===== src/rtl/mem_access_stage.sv =====
// Memory-access pipeline stage: buffers one ALU result, performs the data-memory
// load/store over a req/ack port with a timeout, and presents the result to writeback.
module mem_access_stage #(
  parameter int TIMEOUT = 16,
  parameter int ADDR_W  = 32
) (
  input  logic              clk,
  input  logic              rst_n,
  input  logic              ex_valid,
  output logic              ex_ready,
  input  logic [5:0]        ex_op_code,
  input  logic [31:0]       ex_alu_result,
  input  logic [31:0]       ex_store_data,
  input  logic [4:0]        ex_rd,
  output logic              mem_req,
  output logic              mem_we,
  output logic [ADDR_W-1:0] mem_addr,
  output logic [31:0]       mem_wdata,
  input  logic              mem_ack,
  input  logic [31:0]       mem_rdata,
  output logic              wb_valid,
  input  logic              wb_ready,
  output logic [4:0]        wb_rd,
  output logic [31:0]       wb_data,
  output logic              wb_we,
  output logic              wb_err,
  output logic [1:0]        dbg_state
);

  localparam logic [1:0] ST_IDLE   = 2'd0;
  localparam logic [1:0] ST_ACCESS = 2'd1;
  localparam logic [1:0] ST_HOLD   = 2'd2;

  localparam logic [5:0] OP_LOAD  = 6'd35;
  localparam logic [5:0] OP_STORE = 6'd43;
  localparam logic [7:0] CNT_LAST = 8'(TIMEOUT - 1);

  logic [1:0]        state_q, state_d;
  logic [7:0]        cnt_q, cnt_d;
  logic              mem_we_q, mem_we_d;
  logic [ADDR_W-1:0] mem_addr_q, mem_addr_d;
  logic [31:0]       mem_wdata_q, mem_wdata_d;
  logic [4:0]        wb_rd_q, wb_rd_d;
  logic [31:0]       wb_data_q, wb_data_d;
  logic              wb_we_q, wb_we_d;
  logic              wb_err_q, wb_err_d;

  logic accept;
  logic is_mem;
  logic is_branch;
  logic aligned;

  // Handshakes: an ALU entry transfers on a cycle where ex_valid && ex_ready; a
  // writeback entry transfers where wb_valid && wb_ready. wb_* are held stable
  // while wb_valid && !wb_ready; mem_* are held stable while mem_req is high.
  assign ex_ready  = (state_q == ST_IDLE) || ((state_q == ST_HOLD) && wb_ready);
  assign accept    = ex_valid && ex_ready;
  assign is_mem    = (ex_op_code == OP_LOAD) || (ex_op_code == OP_STORE);
  assign is_branch = (ex_op_code == 6'd41) || ((ex_op_code >= 6'd48) && (ex_op_code <= 6'd54));
  assign aligned   = (ex_alu_result[1:0] == 2'b00);

  always_comb begin
    state_d     = state_q;
    cnt_d       = cnt_q;
    mem_we_d    = mem_we_q;
    mem_addr_d  = mem_addr_q;
    mem_wdata_d = mem_wdata_q;
    wb_rd_d     = wb_rd_q;
    wb_data_d   = wb_data_q;
    wb_we_d     = wb_we_q;
    wb_err_d    = wb_err_q;

    case (state_q)
      ST_IDLE: ;
      ST_ACCESS: begin
        // An ack in the expiry cycle still completes the access normally.
        if (mem_ack) begin
          state_d  = ST_HOLD;
          wb_err_d = 1'b0;
          if (mem_we_q) begin
            wb_we_d = 1'b0;
          end else begin
            wb_we_d   = 1'b1;
            wb_data_d = mem_rdata;
          end
        end else if (cnt_q == CNT_LAST) begin
          state_d  = ST_HOLD;
          wb_err_d = 1'b1;
          wb_we_d  = 1'b0;
        end else begin
          cnt_d = cnt_q + 8'd1;
        end
      end
      ST_HOLD: begin
        if (wb_ready) state_d = ST_IDLE;
      end
      default: state_d = ST_IDLE;
    endcase

    if (accept) begin
      wb_rd_d   = ex_rd;
      wb_err_d  = 1'b0;
      wb_data_d = ex_alu_result;
      cnt_d     = 8'd0;
      if (is_mem && aligned) begin
        state_d     = ST_ACCESS;
        wb_we_d     = 1'b0;
        mem_we_d    = (ex_op_code == OP_STORE);
        mem_addr_d  = ex_alu_result[ADDR_W-1:0];
        mem_wdata_d = ex_store_data;
      end else begin
        state_d = ST_HOLD;
        if (is_mem) begin
          wb_err_d = 1'b1;
          wb_we_d  = 1'b0;
        end else begin
          wb_we_d = !is_branch;
        end
      end
    end
  end

  always_ff @(posedge clk or negedge rst_n) begin
    if (!rst_n) begin
      state_q     <= ST_IDLE;
      cnt_q       <= 8'd0;
      mem_we_q    <= 1'b0;
      mem_addr_q  <= '0;
      mem_wdata_q <= 32'd0;
      wb_rd_q     <= 5'd0;
      wb_data_q   <= 32'd0;
      wb_we_q     <= 1'b0;
      wb_err_q    <= 1'b0;
    end else begin
      state_q     <= state_d;
      cnt_q       <= cnt_d;
      mem_we_q    <= mem_we_d;
      mem_addr_q  <= mem_addr_d;
      mem_wdata_q <= mem_wdata_d;
      wb_rd_q     <= wb_rd_d;
      wb_data_q   <= wb_data_d;
      wb_we_q     <= wb_we_d;
      wb_err_q    <= wb_err_d;
    end
  end

  assign mem_req   = (state_q == ST_ACCESS);
  assign mem_we    = mem_we_q;
  assign mem_addr  = mem_addr_q;
  assign mem_wdata = mem_wdata_q;
  assign wb_valid  = (state_q == ST_HOLD);
  assign wb_rd     = wb_rd_q;
  assign wb_data   = wb_data_q;
  assign wb_we     = wb_we_q;
  assign wb_err    = wb_err_q;
  assign dbg_state = state_q;

endmodule

===== config.mk =====
export PLATFORM = sky130hd
export DESIGN_NAME = mem_access_stage
export DESIGN_NICKNAME = d
export VERILOG_FILES = /design/src/rtl/mem_access_stage.sv
export SDC_FILE = /design/constraint.sdc
export NUM_CORES = 1
export LEC_CHECK = 0
export CAP_MARGIN = 15
export CORE_MARGIN = 3
export CORE_UTILIZATION = 45
export CTS_BUF_LIST = sky130_fd_sc_hd__clkbuf_4 sky130_fd_sc_hd__clkbuf_8 sky130_fd_sc_hd__clkbuf_16
export CTS_CLUSTER_DIAMETER = 200
export DETAILED_ROUTE_END_ITERATION = 10
export PLACE_DENSITY_LB_ADDON = 0.05
export RECOVER_POWER = 100
export SLEW_MARGIN = 20
export SYNTH_ARGS = -nofsm -noshare
export SYNTH_HDL_FRONTEND = slang
export SYNTH_SLANG_ARGS = --single-unit

===== constraint.sdc =====
create_clock -name clk -period 5.79 [get_ports clk]
set_input_delay 0.579 -clock clk [delete_from_list [all_inputs] [get_ports clk]]
set_output_delay 0.579 -clock clk [all_outputs]
set_load 0.1 [all_outputs]

[Word level (Yosys, flattened, before mapping)]
Cells that the tools add are included.
Cells by class
  reduce and logical (&&, ||, !) cells: 18
  order comparisons: 2
  muxes and demuxes: 27
  equality and inequality tests: 12
  add/subtract/negate cells: 1
Operators by type and width (number)
  $mux 32: 4
  $mux 8: 4
  $eq 6x6->1 const B: 3
  $mux 1: 13
  $mux 2: 5
  $reduce_and 3->1: 3
  $add 8x1->8 const B: 1
  $eq 8x4->1 const B: 1
  $ge 6x6->1 const B: 1
  $le 6x6->1 const B: 1
  $pmux 2 s3: 1
  $logic_and 1x1->1: 4
  $logic_not 2->1: 2
  $ne 2x1->1 const B: 2
  $ne 2x2->1 const B: 2
  $ne 4x1->1 const B: 1
  $reduce_and 2->1: 2
  $reduce_bool 2->1: 2
  $logic_or 1x1->1: 3
  $ne 3x1->1 const B: 1
  $reduce_bool 3->1: 1
  $eq 2x1->1 const B: 1
  $eq 2x2->1 const B: 1
  $logic_not 1->1: 1
Word-level totals
  input port bits: 112
  register bits after elaboration: 114
  word-level logic and storage cells: 69
  output and inout port bits: 109

[Longest topological paths before layout]
Gate-level depths: netlist of the first run.
  depth in word-level cells: 7
  mapped depth: 7

[Least setup slack after synthesis of the first run]
OpenSTA, ideal clock, no wires.
  kind: register -> output
  from: register state_q[0], in the netlist dbg_state[0]
  to: output mem_req
  path buffers: 0
  stages on the path, launching flop included: 2
  setup slack: 2691 ps
  arrival time: 2520 ps
  cell sequence: dfrtp_1 nor2b_1
On the way
  word-level cells in the longest chain between the ends: 1
RTL lines
  start, declared: line 38  | logic [1:0] state_q, state_d;
  start signal, assigned: line 135  | state_q <= state_d;
  $eq 2x1->1: line 147  | assign mem_req = (state_q == ST_ACCESS);
  end, declared: line 15  | output logic mem_req,
No other way between the ends.

[Worst setup path in the final report of the first run]
  from: register state_q[0], in the netlist dbg_state[0]
  to: register mem_addr_q[16], in the netlist mem_addr[16]
On the way
  word-level cells in the longest chain between the ends: 5
  elaborated cells between the ends (all ways): 6
RTL lines
  $eq 2x2->1: line 56  | assign ex_ready = (state_q == ST_IDLE) || ((state_q == ST_HOLD) && wb_ready);
  $logic_and 1x1->1: line 56
  $logic_or 1x1->1 *: line 56
  $logic_and 1x1->1 *: line 57  | assign accept = ex_valid && ex_ready;
  $reduce_and 2->1 (no source line) *
  end signal, assigned: line 138  | mem_addr_q <= mem_addr_d;
  end, declared: line 41  | logic [ADDR_W-1:0] mem_addr_q, mem_addr_d;
Mark *: on every way between the ends. The rest lies on a longest branch, timed or not.
A chain may end at the register's enable or synchronous reset.

==> out/summary.txt, run 1 <==
Yosys cell types = 39
Rows = 37
Hold buffer count at cts = 0
DIE AREA = 11970 µm²
Reg2reg setup slack = 1.79 ns
Core Footprint = 10370 µm²
Hold Path Stages = 2
RSZ-0062 raised after global routing = false
CTS buffer count = 17
DRC violations left = 0
Worst-path clk slew = 0.05 ns
First-pass GRT wire length = 20.34 mm
Antenna violations before repair = 0
Least-Margin Pin Slew = 2.948 ns
Worst EP required = 6.17 ns
GRT Total Usage = 22.37%
Ys async rst share = 100.0%
Pins over their slew limit = 206
Final HPWL DP = 9.207 mm
CP top delay family = simple AND/OR/NAND/NOR gates
First DRT Iteration DRCs = 255
I/O pins = 221
Vias post-DR = 3982
Yosys reg bits = 114
Global route overflow = 0
Routed WL = 13.02 mm
Max FO, Critical Path = 45
Net Count, Synth = 522
Avg Inst Size Synth = 11.77 µm²
Largest net degree at the start of global routing = 71
IO buf count = 220
Worst hold path type = flip-flop to flip-flop
Most used DFF post-synth = dfrtp_1
Crit Reg-Reg Endpoint = mem_addr[16]$_DFFE_PN0P_
Clk_lat worst skew = 0.51 ns
RePlAce Congestion = 0.7959
Most common cell after layout, fill and taps aside = dfrtp_1
Vias/cell = 5.138
Inst Count DP = 745
Failing checks = max-capacitance violations, max-slew violations
Clock Sinks = 114
Yosys warnings = 0
Setup violations, final = 0
H-tree depth = 4
Die width = 109.4 µm
Synth-to-layout area growth = 56.03%
Number of global-route vias before repair = 3963
CTS tree = done
Startpoint types = flip-flop
Setup Skew = 0.009343 ns
Fin cells = 775
Initial DRT Pass Iterations = 4
Sum of negative setup slack = 0 ns
EDFF count, synth = 0
CP Capture Type = flip-flop
Reg2Reg Launch Point = dbg_state[0]$_DFFE_PN0P_
Final Cycle Share = 69.03%
R2R cell count = 4
Fmax = 250.2 MHz
CP arrival = 4.38 ns
Slew HR = -97.25%
Post-CTS Setup Inserts = 0
Synth Cell Area = 4812 µm²
Peak VDD IR = 0.0001806 V
Most frequent cells in the layout = dfrtp_1 (114), clkdlybuf4s50_1 (110), dlygate4sd3_1 (109)
Wire per inst = 16.81 µm
Chip height = 109.4 µm
Hold Vio Cnt, Final = 0
Initial core utilization = 46.40%
Period minus WS final = 3.997 ns
MaxCap Viol Count = 4
Worst path cell trace = nand2b_1 -> or2_0 -> or4_4 -> mux2_1
WHS Endpoint = wb_rd[2]$_DFFE_PN0N_
Outcome = complete, but fails checks
WP buf/inv = 0
Share of cells above drive strength 1 = 11.74%
Antenna Nets Post-Route = 0
Leak Pwr = 3.571 nW
Cells after Synth = 409
Crit-path max cell delay = 2.02 ns
PwrDens = 354.2 nW/µm²
Worst hold path startpoint = wb_rd[2]$_DFFE_PN0N_
Sequential area share after synthesis = 59.28%
CTS resizes = 0
Clock buffer depth = 2
Final-stage net count = 741
Root Driver = clkbuf_8
Crit Path Category = flip-flop to flip-flop
Antenna Cells = 0
Slowest-stage cell, CP = or2_0
routing by layer:
layer | vias up | GRT usage (%) | routed length (µm)
li1 | 1848 | - | -
met5 | - | 0 | 0
met3 | 19 | 8.221 | 1225
met1 | 1934 | 28.99 | 5400
met2 | 181 | 34.52 | 6193
met4 | 0 | 8.281 | 204
worst min-delay path: cells and delay by family (launching register included):
kind             cells  cell delay (ns)
flip-flops           1             0.33
AND/OR/NAND/NOR      2             0.10
synth_stat cells, types with 2 or more instances:
cell	instances	area, µm²
dfrtp_1	114	2853
nand2_1	88	330.3
nor2_1	39	146.4
mux2_2	36	405.4
a31oi_1	32	200.2
mux2_4	27	405.4
clkbuf_1	13	48.80
o21ai_0	7	35.03
nand3_1	5	25.02
buf_2	4	20.02
buf_6	4	45.04
nor2b_1	3	18.77
o211ai_1	3	22.52
and2_1	2	12.51
buf_1	2	7.510
nand2b_1	2	12.51
nand3b_1	2	15.01
o22ai_1	2	12.51
o31ai_1	2	15.01
or3b_2	2	17.52
xnor2_1	2	17.52
area by class of cell:
cell class,instances,area (µm²)
Fill cell,776,2861
Sequential cell,114,2853
Timing Repair Buffer,223,2216
Multi-Input combinational cell,271,1748
Clock buffer,24,485.5
Tap cell,136,170.2
Clock inverter,6,32.53
Inverter,1,3.754
state kept, by name, summed over array words and instances (netlist names):
name       flops
mem_addr      32
wb_we          1
wb_err         1
mem_we         1
wb_data       32
cnt_q          8
mem_wdata     32
dbg_state      2
wb_rd          5
how the worst max path moves through the flow:
stage                             start                       end  slack (ns)  cells past startpoint
2_1_floorplan  dbg_state[0]$_DFFE_PN0P_                   mem_req        2.69                      1
3_3_place_gp                   ex_valid   mem_addr[5]$_DFFE_PN0P_        2.51                      5
3_5_place_dp                   wb_ready        mem_we$_DFFE_PN0P_        2.48                      5
4_1_cts        dbg_state[0]$_DFFE_PN0P_                   mem_req        2.65                      2
5_1_grt        dbg_state[0]$_DFFE_PN0P_  mem_addr[16]$_DFFE_PN0P_        1.48                      4
6_report       dbg_state[0]$_DFFE_PN0P_  mem_addr[16]$_DFFE_PN0P_        1.79                      4
kinds of logic (layout without fill, tap and decap cells):
| kind of cell | Yosys count | in the layout | synth area share [%] |
|---|---|---|---|
| AND/OR/NAND/NOR | 155 | 155 | 14.14 |
| AO/OA/AOI/OAI | 49 | 49 | 6.318 |
| adder cells (fa/ha/maj) | 1 | 1 | 0.2600 |
| flip-flops | 114 | 114 | 59.28 |
| XOR/XNOR | 3 | 3 | 0.5461 |
| buffers and inverters | 24 | 254 | 2.600 |
| multiplexers | 63 | 63 | 16.85 |
through the flow:
step	worst slack, ns	area [µm²]	utilization, %	hold slack [ns]	total power [mW]
after floorplan	2.691	4812	-	0.2834	1.538
after global placement	2.510	7113	68.59	0.4603	1.808
after detailed placement	2.485	7113	68.59	0.4632	1.817
after CTS	2.646	7631	73.59	0.05673	2.727
after global routing	1.484	7508	72.41	0.5015	2.764
final	1.793	7508	72.41	0.4659	2.660
power by group:
part	total (mW)	internal, mW	switching [mW]	leakage (nW)
logic	0.859	0.204	0.654	1.84
clock network	0.898	0.568	0.330	0.264
registers	0.904	0.867	0.0361	1.47
No activity file was read; power rests on OpenSTA's default activity.
==> inputs of run 2 (changes only) <==
--- a/config.mk
+++ b/config.mk
@@ -7,7 +7,7 @@
 export LEC_CHECK = 0
 export CAP_MARGIN = 15
 export CORE_MARGIN = 3
-export CORE_UTILIZATION = 45
+export CORE_UTILIZATION = 42
 export CTS_BUF_LIST = sky130_fd_sc_hd__clkbuf_4 sky130_fd_sc_hd__clkbuf_8 sky130_fd_sc_hd__clkbuf_16
 export CTS_CLUSTER_DIAMETER = 200
 export DETAILED_ROUTE_END_ITERATION = 10
==> constraint.sdc (replaced) <==
create_clock -name clk -period 3.75 [get_ports clk]
set_input_delay 0.375 -clock clk [delete_from_list [all_inputs] [get_ports clk]]
set_output_delay 0.375 -clock clk [all_outputs]
set_load 0.1 [all_outputs]
==> out/summary.txt, run 2 (synthesized netlist as in run 1, its figures left out) <==
Slew HR = -34.36%
Clock buffer depth = 2
Worst hold path type = primary input to asynchronous set/reset pin
PwrDens = 586.8 nW/µm²
Fin cells = 783
Area of the multi-input gates = 1729 µm²
Net switching power = 1.597 mW
Final Cycle Share = 78.26%
Fmax = 340.7 MHz
Inst Count DP = 752
DIE AREA = 12780 µm²
Max FO, Critical Path = 43
Wire per inst = 16.78 µm
Most frequent cells in the layout = dfrtp_1 (114), clkdlybuf4s50_1 (110), dlygate4sd3_1 (108)
Failing checks = max-capacitance violations, max-slew violations
MaxCap Viol Count = 3
Leak Pwr = 3.627 nW
Period minus WS final = 2.935 ns
Routed WL = 13.14 mm
Design Power = 4.494 mW
Internal Power = 2.897 mW
Most common cell after layout, fill and taps aside = dfrtp_1
Hold Vio Cnt, Final = 0
Die width = 113.0 µm
Worst-path clk slew = 0.05 ns
Share of cells above drive strength 1 = 11.98%
Post-CTS Setup Inserts = 0
RSZ-0062 raised after global routing = false
Peak VDD IR = 0.0003351 V
Vias/cell = 5.072
CTS resizes = 0
Switching share of power = 35.53%
IO buf count = 220
Fin area = 7657 µm²
Sequential Area = 2853 µm²
DRC violations left = 0
Vias post-DR = 3971
Setup violations, final = 0
Antenna Cells = 0
Flop pwr share = 31.0%
First-pass GRT wire length = 21.53 mm
Outcome = complete, but fails checks
Core Footprint = 11030 µm²
Post-DP Area = 7151 µm²
Global route overflow = 0
CTS buffer count = 17
Gate power share = 29.5%
Hold buffer count at cts = 0
Number of global-route vias before repair = 4186
Critical path startpoint = dbg_state[0]$_DFFE_PN0P_
Sum of negative setup slack = 0 ns
Clock Sinks = 114
Crit Path Category = flip-flop to flip-flop
Antenna violations before repair = 0
Crit Reg-Reg Endpoint = wb_data[10]$_DFFE_PN0P_
Pins over their slew limit = 153
Least-Margin Pin Slew = 2.015 ns
H-tree depth = 4
Reg2Reg Launch Point = dbg_state[0]$_DFFE_PN0P_
# fillers = 866
Clk_lat worst skew = 0.40 ns
CP arrival = 3.25 ns
CP Capture Type = flip-flop
Largest net degree at the start of global routing = 75
Setup Skew = 0.01062 ns
Final HPWL DP = 9.575 mm
Initial DRT Pass Iterations = 4
Final-stage net count = 744
CTS tree = done
Clock power frac = 39.5%
Rows = 38
I/O pins = 221
Chip height = 113.0 µm
First DRT Iteration DRCs = 237
Synth-to-layout area growth = 59.13%
Root Driver = clkbuf_16
Worst EP required = 4.07 ns
Startpoint types = flip-flop
Utilization after layout = 69.42%
GRT Total Usage = 21.47%
R2R cell count = 5
RePlAce Congestion = 0.7640
Reg2reg setup slack = 0.82 ns
Antenna Nets Post-Route = 0
Initial core utilization = 43.63%
Critical Path End = wb_data[10]$_DFFE_PN0P_
run 2: how the worst min path moves through the flow:
stage,cells past startpoint,slack (ns),end
after floorplan,0,0.08,cnt_q[0]$_DFFE_PN0P_
after global placement,2,0.46,wb_rd[2]$_DFFE_PN0N_
after detailed placement,2,0.46,wb_rd[1]$_DFFE_PN0N_
after CTS,1,0.15,mem_wdata[10]$_DFFE_PN0P_
after global routing,2,0.50,wb_rd[4]$_DFFE_PN0N_
final,1,0.45,mem_wdata[10]$_DFFE_PN0P_
run 2: worst max-delay path, cell delays in order (launching register included):
cell,delay (ns)
dfrtp_1,0.48
nand2b_1,0.27
or2_2,0.17
clkbuf_1,1.43
nand2_1,0.21
a31oi_1,0.24
run 2: final cells by class:
cell class | count | share of cell area (%)
well taps | 140 | 2.288
multi-input cells | 271 | 22.58
clock buffers | 22 | 6.291
repair buffers | 226 | 29.22
flip-flops and latches | 114 | 37.25
clock inverters | 9 | 2.320
inverters | 1 | 0.04902
run 2: routing by layer:
| layer | track usage (%) | vias to the layer above | wire length, µm |
|---|---|---|---|
| met2 | 34.52 | 167 | 6241 |
| met4 | 7.372 | 0 | 170 |
| met1 | 26.86 | 1933 | 5499 |
| met3 | 7.968 | 13 | 1224 |
| met5 | 0 | - | 0 |
| li1 | - | 1858 | - |
run 2: stage by stage:
stage          setup WS (ns)  hold slack (ns)
3_3_place_gp           1.134           0.4593
5_1_grt               0.4707           0.4962
3_5_place_dp           1.107           0.4624
4_1_cts               0.9283           0.1466
6_report              0.8153           0.4466
2_1_floorplan         0.7446          0.07941
run 2: power groups by stage:
stage	registers (mW)	clock network [mW]	logic (mW)
after global routing	1.41	1.86	1.38
after detailed placement	1.42	0	1.39
after global placement	1.41	0	1.39
after floorplan	2.20	0	0.173
final	1.39	1.77	1.33
after CTS	1.40	1.81	1.40
